File: config.mk
export PLATFORM = sky130hd
export DESIGN_NAME = hilo_scheduler
export DESIGN_NICKNAME = d
export VERILOG_FILES = /design/src/rtl/hilo_pkg.sv /design/src/rtl/hilo_op_timer.sv /design/src/rtl/hilo_scheduler.sv
export SDC_FILE = /design/constraint.sdc
export NUM_CORES = 1
export LEC_CHECK = 0
export ABC_AREA = 0
export CELL_PAD_IN_SITES_DETAIL_PLACEMENT = 1
export CELL_PAD_IN_SITES_GLOBAL_PLACEMENT = 1
export CORE_MARGIN = 5
export CORE_UTILIZATION = 28
export DETAILED_ROUTE_END_ITERATION = 6
export PLACE_DENSITY = 0.8
export SYNTH_ARGS = -nofsm -noshare
export SYNTH_HDL_FRONTEND = slang
export SYNTH_SLANG_ARGS = --single-unit
File: constraint.sdc
create_clock -name clk -period 2 [get_ports clk]
set_clock_uncertainty 0.05 [all_clocks]
set_input_delay 0.3 -clock clk [delete_from_list [all_inputs] [get_ports clk]]
set_output_delay 0.3 -clock clk [all_outputs]
set_load 0.005 [all_outputs]
File: src/rtl/hilo_pkg.sv
// Shared types and default timing constants for the HI/LO result-path scheduler.
// The optional HILO_BYPASS_EN build macro is consumed by hilo_scheduler.
package hilo_pkg;

  typedef enum logic [1:0] {
    OP_MULT = 2'b00,
    OP_DIV  = 2'b01,
    OP_MTHI = 2'b10,
    OP_MTLO = 2'b11
  } op_kind_e;

  typedef enum logic [1:0] {
    ST_IDLE     = 2'b00,
    ST_DIV_RUN  = 2'b01,
    ST_MULT_RUN = 2'b10,
    ST_COMMIT   = 2'b11
  } state_e;

  localparam int DIV_CYCLES_DEF  = 36;
  localparam int MULT_CYCLES_DEF = 34;
  localparam int CNT_W_DEF       = 6;

  // Selects the result word of whichever unit produced the in-flight operation.
  function automatic logic [31:0] pick_unit(input logic        src_div,
                                            input logic [31:0] div_v,
                                            input logic [31:0] mult_v);
    logic [31:0] res;
    if (src_div) begin
      res = div_v;
    end else begin
      res = mult_v;
    end
    return res;
  endfunction

endpackage

File: src/rtl/hilo_op_timer.sv
// Loadable up-counter for unit enable windows: flags the terminal count and count==1.
// Saturates at all-ones so it never wraps.
module hilo_op_timer #(
  parameter int CNT_W = 6
) (
  input  logic             clk,
  input  logic             reset,
  input  logic             load,
  input  logic             en,
  input  logic [CNT_W-1:0] term,
  output logic             at_term,
  output logic             at_one
);

  localparam logic [CNT_W-1:0] CNT_ZERO = {CNT_W{1'b0}};
  localparam logic [CNT_W-1:0] CNT_MAX  = {CNT_W{1'b1}};
  localparam logic [CNT_W-1:0] CNT_ONE  = CNT_W'(1);

  logic [CNT_W-1:0] count_r;

  // Cycle counter: cleared on load, saturating increment while enabled.
  always_ff @(posedge clk or negedge reset) begin
    if (!reset) begin
      count_r <= CNT_ZERO;
    end else if (load) begin
      count_r <= CNT_ZERO;
    end else if (en && (count_r != CNT_MAX)) begin
      count_r <= count_r + CNT_ONE;
    end
  end

  assign at_term = (count_r == term);
  assign at_one  = (count_r == CNT_ONE);

endmodule

File: src/rtl/hilo_scheduler.sv
// Sequences MULT/DIV/MTHI/MTLO onto the shared HI/LO path and stalls MFHI/MFLO while busy.
// Build option: define HILO_BYPASS_EN to forward unit results during COMMIT.
module hilo_scheduler
  import hilo_pkg::*;
#(
  parameter int DIV_CYCLES  = DIV_CYCLES_DEF,
  parameter int MULT_CYCLES = MULT_CYCLES_DEF,
  parameter int CNT_W       = CNT_W_DEF
) (
  input  logic        clk,
  input  logic        reset,
  input  logic        op_valid,
  output logic        op_ready,
  input  logic [1:0]  op_kind,
  input  logic [31:0] op_data,
  output logic        div_ctrl,
  output logic        mult_ctrl,
  input  logic        div_zero,
  input  logic [31:0] div_hi,
  input  logic [31:0] div_lo,
  input  logic [31:0] mult_hi,
  input  logic [31:0] mult_lo,
  input  logic        rd_req,
  output logic        stall,
  output logic [31:0] hi,
  output logic [31:0] lo,
  output logic        busy,
  output logic        div_zero_exc
);

  localparam logic [CNT_W-1:0] DIV_LAST  = CNT_W'(DIV_CYCLES - 1);
  localparam logic [CNT_W-1:0] MULT_LAST = CNT_W'(MULT_CYCLES - 1);

  state_e      state_r;
  state_e      state_next_s;
  op_kind_e    kind_s;
  logic        accept_s;
  logic        timer_load_s;
  logic        timer_en_s;
  logic        abort_s;
  logic        at_term_s;
  logic        at_one_s;
  logic [CNT_W-1:0] term_s;
  logic [31:0] commit_hi_s;
  logic [31:0] commit_lo_s;

  logic        src_div_r;
  logic        op_ready_r;
  logic        div_ctrl_r;
  logic        mult_ctrl_r;
  logic        busy_r;
  logic        div_zero_exc_r;
  logic [31:0] hi_r;
  logic [31:0] lo_r;

  assign kind_s      = op_kind_e'(op_kind);
  assign accept_s    = op_valid && op_ready_r;
  assign term_s      = src_div_r ? DIV_LAST : MULT_LAST;
  assign commit_hi_s = pick_unit(src_div_r, div_hi, mult_hi);
  assign commit_lo_s = pick_unit(src_div_r, div_lo, mult_lo);

  hilo_op_timer #(
    .CNT_W (CNT_W)
  ) u_timer (
    .clk     (clk),
    .reset   (reset),
    .load    (timer_load_s),
    .en      (timer_en_s),
    .term    (term_s),
    .at_term (at_term_s),
    .at_one  (at_one_s)
  );

  // Next-state logic and timer control.
  always_comb begin
    state_next_s = state_r;
    timer_load_s = 1'b0;
    timer_en_s   = 1'b0;
    abort_s      = 1'b0;
    case (state_r)
      ST_IDLE: begin
        if (accept_s) begin
          case (kind_s)
            OP_DIV: begin
              state_next_s = ST_DIV_RUN;
              timer_load_s = 1'b1;
            end
            OP_MULT: begin
              state_next_s = ST_MULT_RUN;
              timer_load_s = 1'b1;
            end
            default: state_next_s = ST_IDLE;
          endcase
        end else begin
          state_next_s = ST_IDLE;
        end
      end
      ST_DIV_RUN: begin
        timer_en_s = 1'b1;
        // The divider reports a zero divisor one cycle after its load cycle.
        if (at_one_s && div_zero) begin
          state_next_s = ST_IDLE;
          abort_s      = 1'b1;
        end else if (at_term_s) begin
          state_next_s = ST_COMMIT;
        end else begin
          state_next_s = ST_DIV_RUN;
        end
      end
      ST_MULT_RUN: begin
        timer_en_s = 1'b1;
        if (at_term_s) begin
          state_next_s = ST_COMMIT;
        end else begin
          state_next_s = ST_MULT_RUN;
        end
      end
      ST_COMMIT: state_next_s = ST_IDLE;
      default:   state_next_s = ST_IDLE;
    endcase
  end

  // State register.
  always_ff @(posedge clk or negedge reset) begin
    if (!reset) begin
      state_r <= ST_IDLE;
    end else begin
      state_r <= state_next_s;
    end
  end

  // Registered control outputs, decoded from the upcoming state.
  always_ff @(posedge clk or negedge reset) begin
    if (!reset) begin
      op_ready_r     <= 1'b1;
      div_ctrl_r     <= 1'b0;
      mult_ctrl_r    <= 1'b0;
      busy_r         <= 1'b0;
      div_zero_exc_r <= 1'b0;
    end else begin
      op_ready_r     <= (state_next_s == ST_IDLE);
      div_ctrl_r     <= (state_next_s == ST_DIV_RUN);
      mult_ctrl_r    <= (state_next_s == ST_MULT_RUN);
      busy_r         <= (state_next_s != ST_IDLE);
      div_zero_exc_r <= abort_s;
    end
  end

  // Remembers which unit owns the in-flight result.
  always_ff @(posedge clk or negedge reset) begin
    if (!reset) begin
      src_div_r <= 1'b0;
    end else if (accept_s && (kind_s == OP_DIV)) begin
      src_div_r <= 1'b1;
    end else if (accept_s && (kind_s == OP_MULT)) begin
      src_div_r <= 1'b0;
    end
  end

  // Architectural HI/LO: direct moves in IDLE, unit results at COMMIT.
  always_ff @(posedge clk or negedge reset) begin
    if (!reset) begin
      hi_r <= 32'h0000_0000;
      lo_r <= 32'h0000_0000;
    end else if (accept_s && (kind_s == OP_MTHI)) begin
      hi_r <= op_data;
    end else if (accept_s && (kind_s == OP_MTLO)) begin
      lo_r <= op_data;
    end else if (state_r == ST_COMMIT) begin
      hi_r <= commit_hi_s;
      lo_r <= commit_lo_s;
    end
  end

  assign op_ready     = op_ready_r;
  assign div_ctrl     = div_ctrl_r;
  assign mult_ctrl    = mult_ctrl_r;
  assign busy         = busy_r;
  assign div_zero_exc = div_zero_exc_r;

`ifdef HILO_BYPASS_EN
  assign hi    = (state_r == ST_COMMIT) ? commit_hi_s : hi_r;
  assign lo    = (state_r == ST_COMMIT) ? commit_lo_s : lo_r;
  assign stall = rd_req && busy_r && (state_r != ST_COMMIT);
`else
  assign hi    = hi_r;
  assign lo    = lo_r;
  assign stall = rd_req && busy_r;
`endif

endmodule

Yosys cells after proc, flatten, opt, wreduce, memory -nomap -nowiden
Index checks and enable logic that the tools add are counted.
Widths: inputs -> output; s select.

cells by class
  add/subtract/negate cells = 1
  equality and inequality tests = 12
  mux-type cells = 24
  bitwise gates (word level) = 1
  reductions and logical operators = 20

operator list
  kind                 count
  $mux 32              7
  $mux 6               2
  $eq 2x2->1 const B   5
  $reduce_bool 2->1    5
  $mux 1               9
  $logic_and 1x1->1    8
  $mux 2               4
  $pmux 2 s4           1
  $add 6x1->6 const B  1
  $eq 2x1->1 const B   3
  $eq 6x1->1 const B   1
  $eq 6x6->1           1
  $logic_not 2->1      3
  $ne 6x6->1 const B   1
  $pmux 2 s2           1
  $reduce_and 2->1     2
  $reduce_or 2->1      2
  $ne 2x2->1 const B   1
  $not 1->1            1

word-level totals
  register bits = 78
  bits of input ports = 167
  output and inout bits = 70
  logic and storage cells = 68

Depth between registers and ports, before layout
  word-level depth = 6
  gate-level depth with buffers = 7
  mapped depth without buffers = 6

Modules after synthesis
From an unflattened synthesis, not the netlist that was laid out.

second synthesis, totals
  cell total of the unflattened synthesis = 367
  area, all modules = 4946.0 sq um

modules (own cells, without submodules)
  module          instances  cells an instance  area an instance (sq um)  seq. area each (sq um)
  hilo_scheduler  1          318                4501.8                    1803.0
  hilo_op_timer   1          49                 444.2                     150.1

Worst setup path before layout
No wires, ideal clock.

  path kind = flip-flop to flip-flop
  from = register state_r[0]
  to = register div_ctrl_r (netlist: div_ctrl)
  library setup time = 0.110 ns
  data arrival time = 1.349 ns
  data required time = 1.840 ns
  slack = 0.490 ns
  stages on the path, launching flop included = 6
  path buffers = 0
  period minus slack after synthesis = 1.510 ns
  cell sequence = dfrtp_1 -> inv_1 -> ha_1 -> nor3b_1 -> nand2_1 -> o41ai_1

between the ends
  longest elaborated chain between the ends = 3
  elaborated cells between the ends (all ways) = 6
  classes of those cells = eq/ne: 4; mux: 1; reduce/logical: 1

RTL lines
  item                                      RTL line               source
  from (decl)                               hilo_scheduler.sv:34   state_e state_r;
  from (signal assigned)                    hilo_scheduler.sv:128  state_r <= state_next_s;
  $eq 2x2->1, or another cell as far along  hilo_scheduler.sv:80   case (state_r)
  $pmux 2 s4 (*)                            hilo_scheduler.sv:80
  $eq 2x1->1 (*)                            hilo_scheduler.sv:142  div_ctrl_r <= (state_next_s == ST_DIV_RUN);
  to (signal assigned)                      hilo_scheduler.sv:142
  to (decl)                                 hilo_scheduler.sv:49   logic div_ctrl_r;

Every way passes the cells marked *; elsewhere a longest branch is shown, timed or not.
A chain may end at the register's enable or synchronous reset.

Worst setup path in the final report
  from = register op_ready_r (netlist: op_ready)
  to = output op_ready

RTL lines
  item                    RTL line               source
  from (decl)             hilo_scheduler.sv:48   logic op_ready_r;
  from (signal assigned)  hilo_scheduler.sv:141  op_ready_r <= (state_next_s == ST_IDLE);
  to (decl)               hilo_scheduler.sv:13   output logic op_ready,

No word-level cell between the ends.

==> results.cfg <==
[yosys]
cell_accounting_for_the_most_synthesized_area = sky130_fd_sc_hd__dfrtp_1
count_of_cell_types_in_the_netlist = 38
synth.avg_cell_area_sq_um = 8.82
syn-num-nets = 668
ys_seq_elements = 78
seq_area_frac_synth = 0.447
netlist_area_sq_um = 4370
synth_enable_flop_cells = 0
ys.warnings.count = 0
yosysTopAreaCellShare = 0.441
ys_top_cells_by_area = sky130_fd_sc_hd__dfrtp_1 44%, sky130_fd_sc_hd__mux2i_1 15%, sky130_fd_sc_hd__o21ai_0 13%, sky130_fd_sc_hd__nand2_1 12%, sky130_fd_sc_hd__o21ai_1 2.2%
async_flop_share = 1.00
syn-instance-count = 495
synth_flop_cell = sky130_fd_sc_hd__dfrtp_1

[layout]
final_cell_area_sq_um = 7320
mostFrequentLayoutCell = sky130_fd_sc_hd__clkdlybuf4s50_1
final_cell_mix = 235 x sky130_fd_sc_hd__clkdlybuf4s50_1, 136 x sky130_fd_sc_hd__nand2_1, 112 x sky130_fd_sc_hd__o21ai_0
antenna_cells = 0
layout.nets = 895
sequential_cell_area_sq_um = 1960
filler_cell_count = 1776
layout-area-overhead-vs-synth_pct = 67.6
multi_input_area_sq_um = 2220
final_layout_size_suffix_gt1_frac = 0.0564

[drt]
detailroute.via_count = 4475
routed_wirelength_um = 16300
detail-route-antenna-nets = 0
drtIter0Drc = 96
avgViaCountPerCell = 4.77
detail_route.drc_violations = 0
drt-pass1-iter-count = 4
avgRoutedWirePerCell_um = 17.4

[worst_setup_path]
worstPathMaxFanout = 5
cp_slowest_stage_delay_ns = 0.57
critical_path.cell_chain = clkdlybuf4s50_1
critPathSlowestCell = sky130_fd_sc_hd__dfstp_2
worstSetupPathType = reg2out
worstSetupEndpointType = output pin
crit_family = flip-flops
worst-endpoint-arrival_ns = 1.43
cp_data_required_time_ns = 1.65
crit_path_start_kind = flip-flop
cp_num_buf_inv = 1

[power]
total_leakage_power_nw = 3.28
power.density_nw_per_um2 = 897
power_mw = 6.56
vdd_ir_drop_max_v = 0.000358

[place]
finalWeightedCongestion = 0.808
portBuffers = 236
dp_hpwl_um = 12900
placed_area_sq_um = 7000

[timing]
final_period_minus_worst_setup_slack_ns = 1.78
setup-tns-final_ns = 0
maxClockFrequency_mhz = 561
timing.slew.headroom = 0.763
rsz_0062_raised_after_global_routing = false
post-route-period-util = 0.891
drv_slew = 0
final_hold_viol_count = 0
final-setup-viol-count = 0
worst_margin_slew_ns = 0.350

[clocking]
cts.clk_slew.worst_paths_ns = 0.06
tritoncts_num_sinks = 78
clock_tree.htree_level_count = 3
buffer_count_from_post_cts_setup_fixing = 0
cts_inserted_buffers = 9
clock_latency_on_the_worst_skew_pair_ns = 0.33
post_cts.resized_instances = 0
cts.path.max_buffers = 2
cts-root-buf = sky130_fd_sc_hd__clkbuf_16
tritoncts = done

[min_path]
hold_class = in2async

[floorplanning]
die_width_um = 135
io-pin-count = 237
vertical_die_dimension_um = 135
start_util = 0.286
die_footprint_sq_um = 18200
design.core.area_sq_um = 15300
std_cell_rows = 45

[flow_run]
timing.max_cap.violations = 0

[global_routing]
gr-usage-all-layers = 0.178
global_route.usage.met2 = 0.320
grt_busiest_layer = met2
grt_max_degree = 65
initial_antenna_violation_count = 0
grt_remaining_overflow = 0
grt_use_met3 = 0.0484
grt_first_pass_wirelength_um = 26000
grt_pass1_vias = 5003
gr-usage-met1 = 0.206

[status]
run_status = completed
## report_power, final
group | internal [mW] | total, mW | switching, mW
Sequential | 2.03 | 2.32 | 0.283
Combinational | 1.52 | 2.59 | 1.07
Clock | 1.03 | 1.65 | 0.623
Total | 4.58 | 6.56 | 1.98
## metal layers
layer | wire length (um) | vias up
met3 | 1240 | 19
met4 | 274 | 0
met1 | 6480 | 2146
met5 | 0 | -
met2 | 8350 | 150
li1 | - | 2160
## sequential cells by signal (all words and copies together), names as in the netlist
| register | cells |
|---|---|
| mult_ctrl | 1 |
| hi | 32 |
| lo | 32 |
| state_r | 2 |
| op_ready | 1 |
| div_zero_exc | 1 |
| busy | 1 |
| u_timer.count_r | 6 |
| src_div_r | 1 |
| div_ctrl | 1 |
## cell usage after synthesis, types with 2 or more instances
master	instances
sky130_fd_sc_hd__clkbuf_1	9
sky130_fd_sc_hd__inv_1	4
sky130_fd_sc_hd__ha_1	6
sky130_fd_sc_hd__xor2_1	5
sky130_fd_sc_hd__nand2_1	136
sky130_fd_sc_hd__buf_1	3
sky130_fd_sc_hd__nand3_1	3
sky130_fd_sc_hd__nor2_1	7
sky130_fd_sc_hd__a21oi_1	3
sky130_fd_sc_hd__o21ai_1	19
sky130_fd_sc_hd__a21boi_2	2
sky130_fd_sc_hd__and3_2	2
sky130_fd_sc_hd__buf_6	5
sky130_fd_sc_hd__buf_2	14
sky130_fd_sc_hd__o211ai_1	3
sky130_fd_sc_hd__clkbuf_2	2
sky130_fd_sc_hd__mux2i_1	64
sky130_fd_sc_hd__o21ai_0	112
sky130_fd_sc_hd__dfrtp_1	77
## path summary, 6_finish.rpt
kind / from / end / slack, ns / depth (start not counted)
max: op_ready$_DFF_PN1_ / op_ready / 0.22 / 1
min: reset / lo[19]$_DFFE_PN0P_ / 0.38 / 2
max reg2reg: u_timer.count_r[2]$_DFFE_PN0P_ / state_r[0]$_DFF_PN0_ / 0.33 / 4
min reg2reg: lo[14]$_DFFE_PN0P_ / lo[14]$_DFFE_PN0P_ / 0.43 / 2
max in group asynchronous: reset / op_ready$_DFF_PN1_ / 0.92 / 3
min in group clk: lo[14]$_DFFE_PN0P_ / lo[14]$_DFFE_PN0P_ / 0.43 / 2
## cell type report
cell class,instances,share of cell area
clock inverters,4,0.00616
flip-flops and latches,78,0.267
inverters,4,0.00205
clock buffers,12,0.0351
well taps,211,0.0361
repair buffers,250,0.349
multi-input cells,379,0.304
## logic make-up after synthesis
kind of cell | Yosys count | synth area share
multiplexers | 65 | 0.149
AND/OR/NAND/NOR | 157 | 0.147
flip-flops | 78 | 0.447
XOR/XNOR | 5 | 0.0100
adder cells (fa/ha/maj) | 6 | 0.0172
AO/OA/AOI/OAI | 146 | 0.182
buffers and inverters | 38 | 0.0467
## metrics by stage
step,util,worst slack (ns),instances,hold slack [ns]
3_5_place_dp,0.459,0.0395,921,0.180
4_1_cts,0.479,0.207,938,0.383
5_1_grt,0.479,0.187,938,0.398
2_1_floorplan,-,0.490,495,-0.0456
3_3_place_gp,0.459,0.154,921,0.180
6_report,0.479,0.219,938,0.379
## repair_timing
| item | 4_1_cts | 5_1_grt |
|---|---|---|
| hold buffers | 1 | 0 |
| hold endpoints to repair | 22 | 0 |
| setup endpoints to repair | 0 | 0 |
Note: power is estimated with default switching activity, not from simulation.
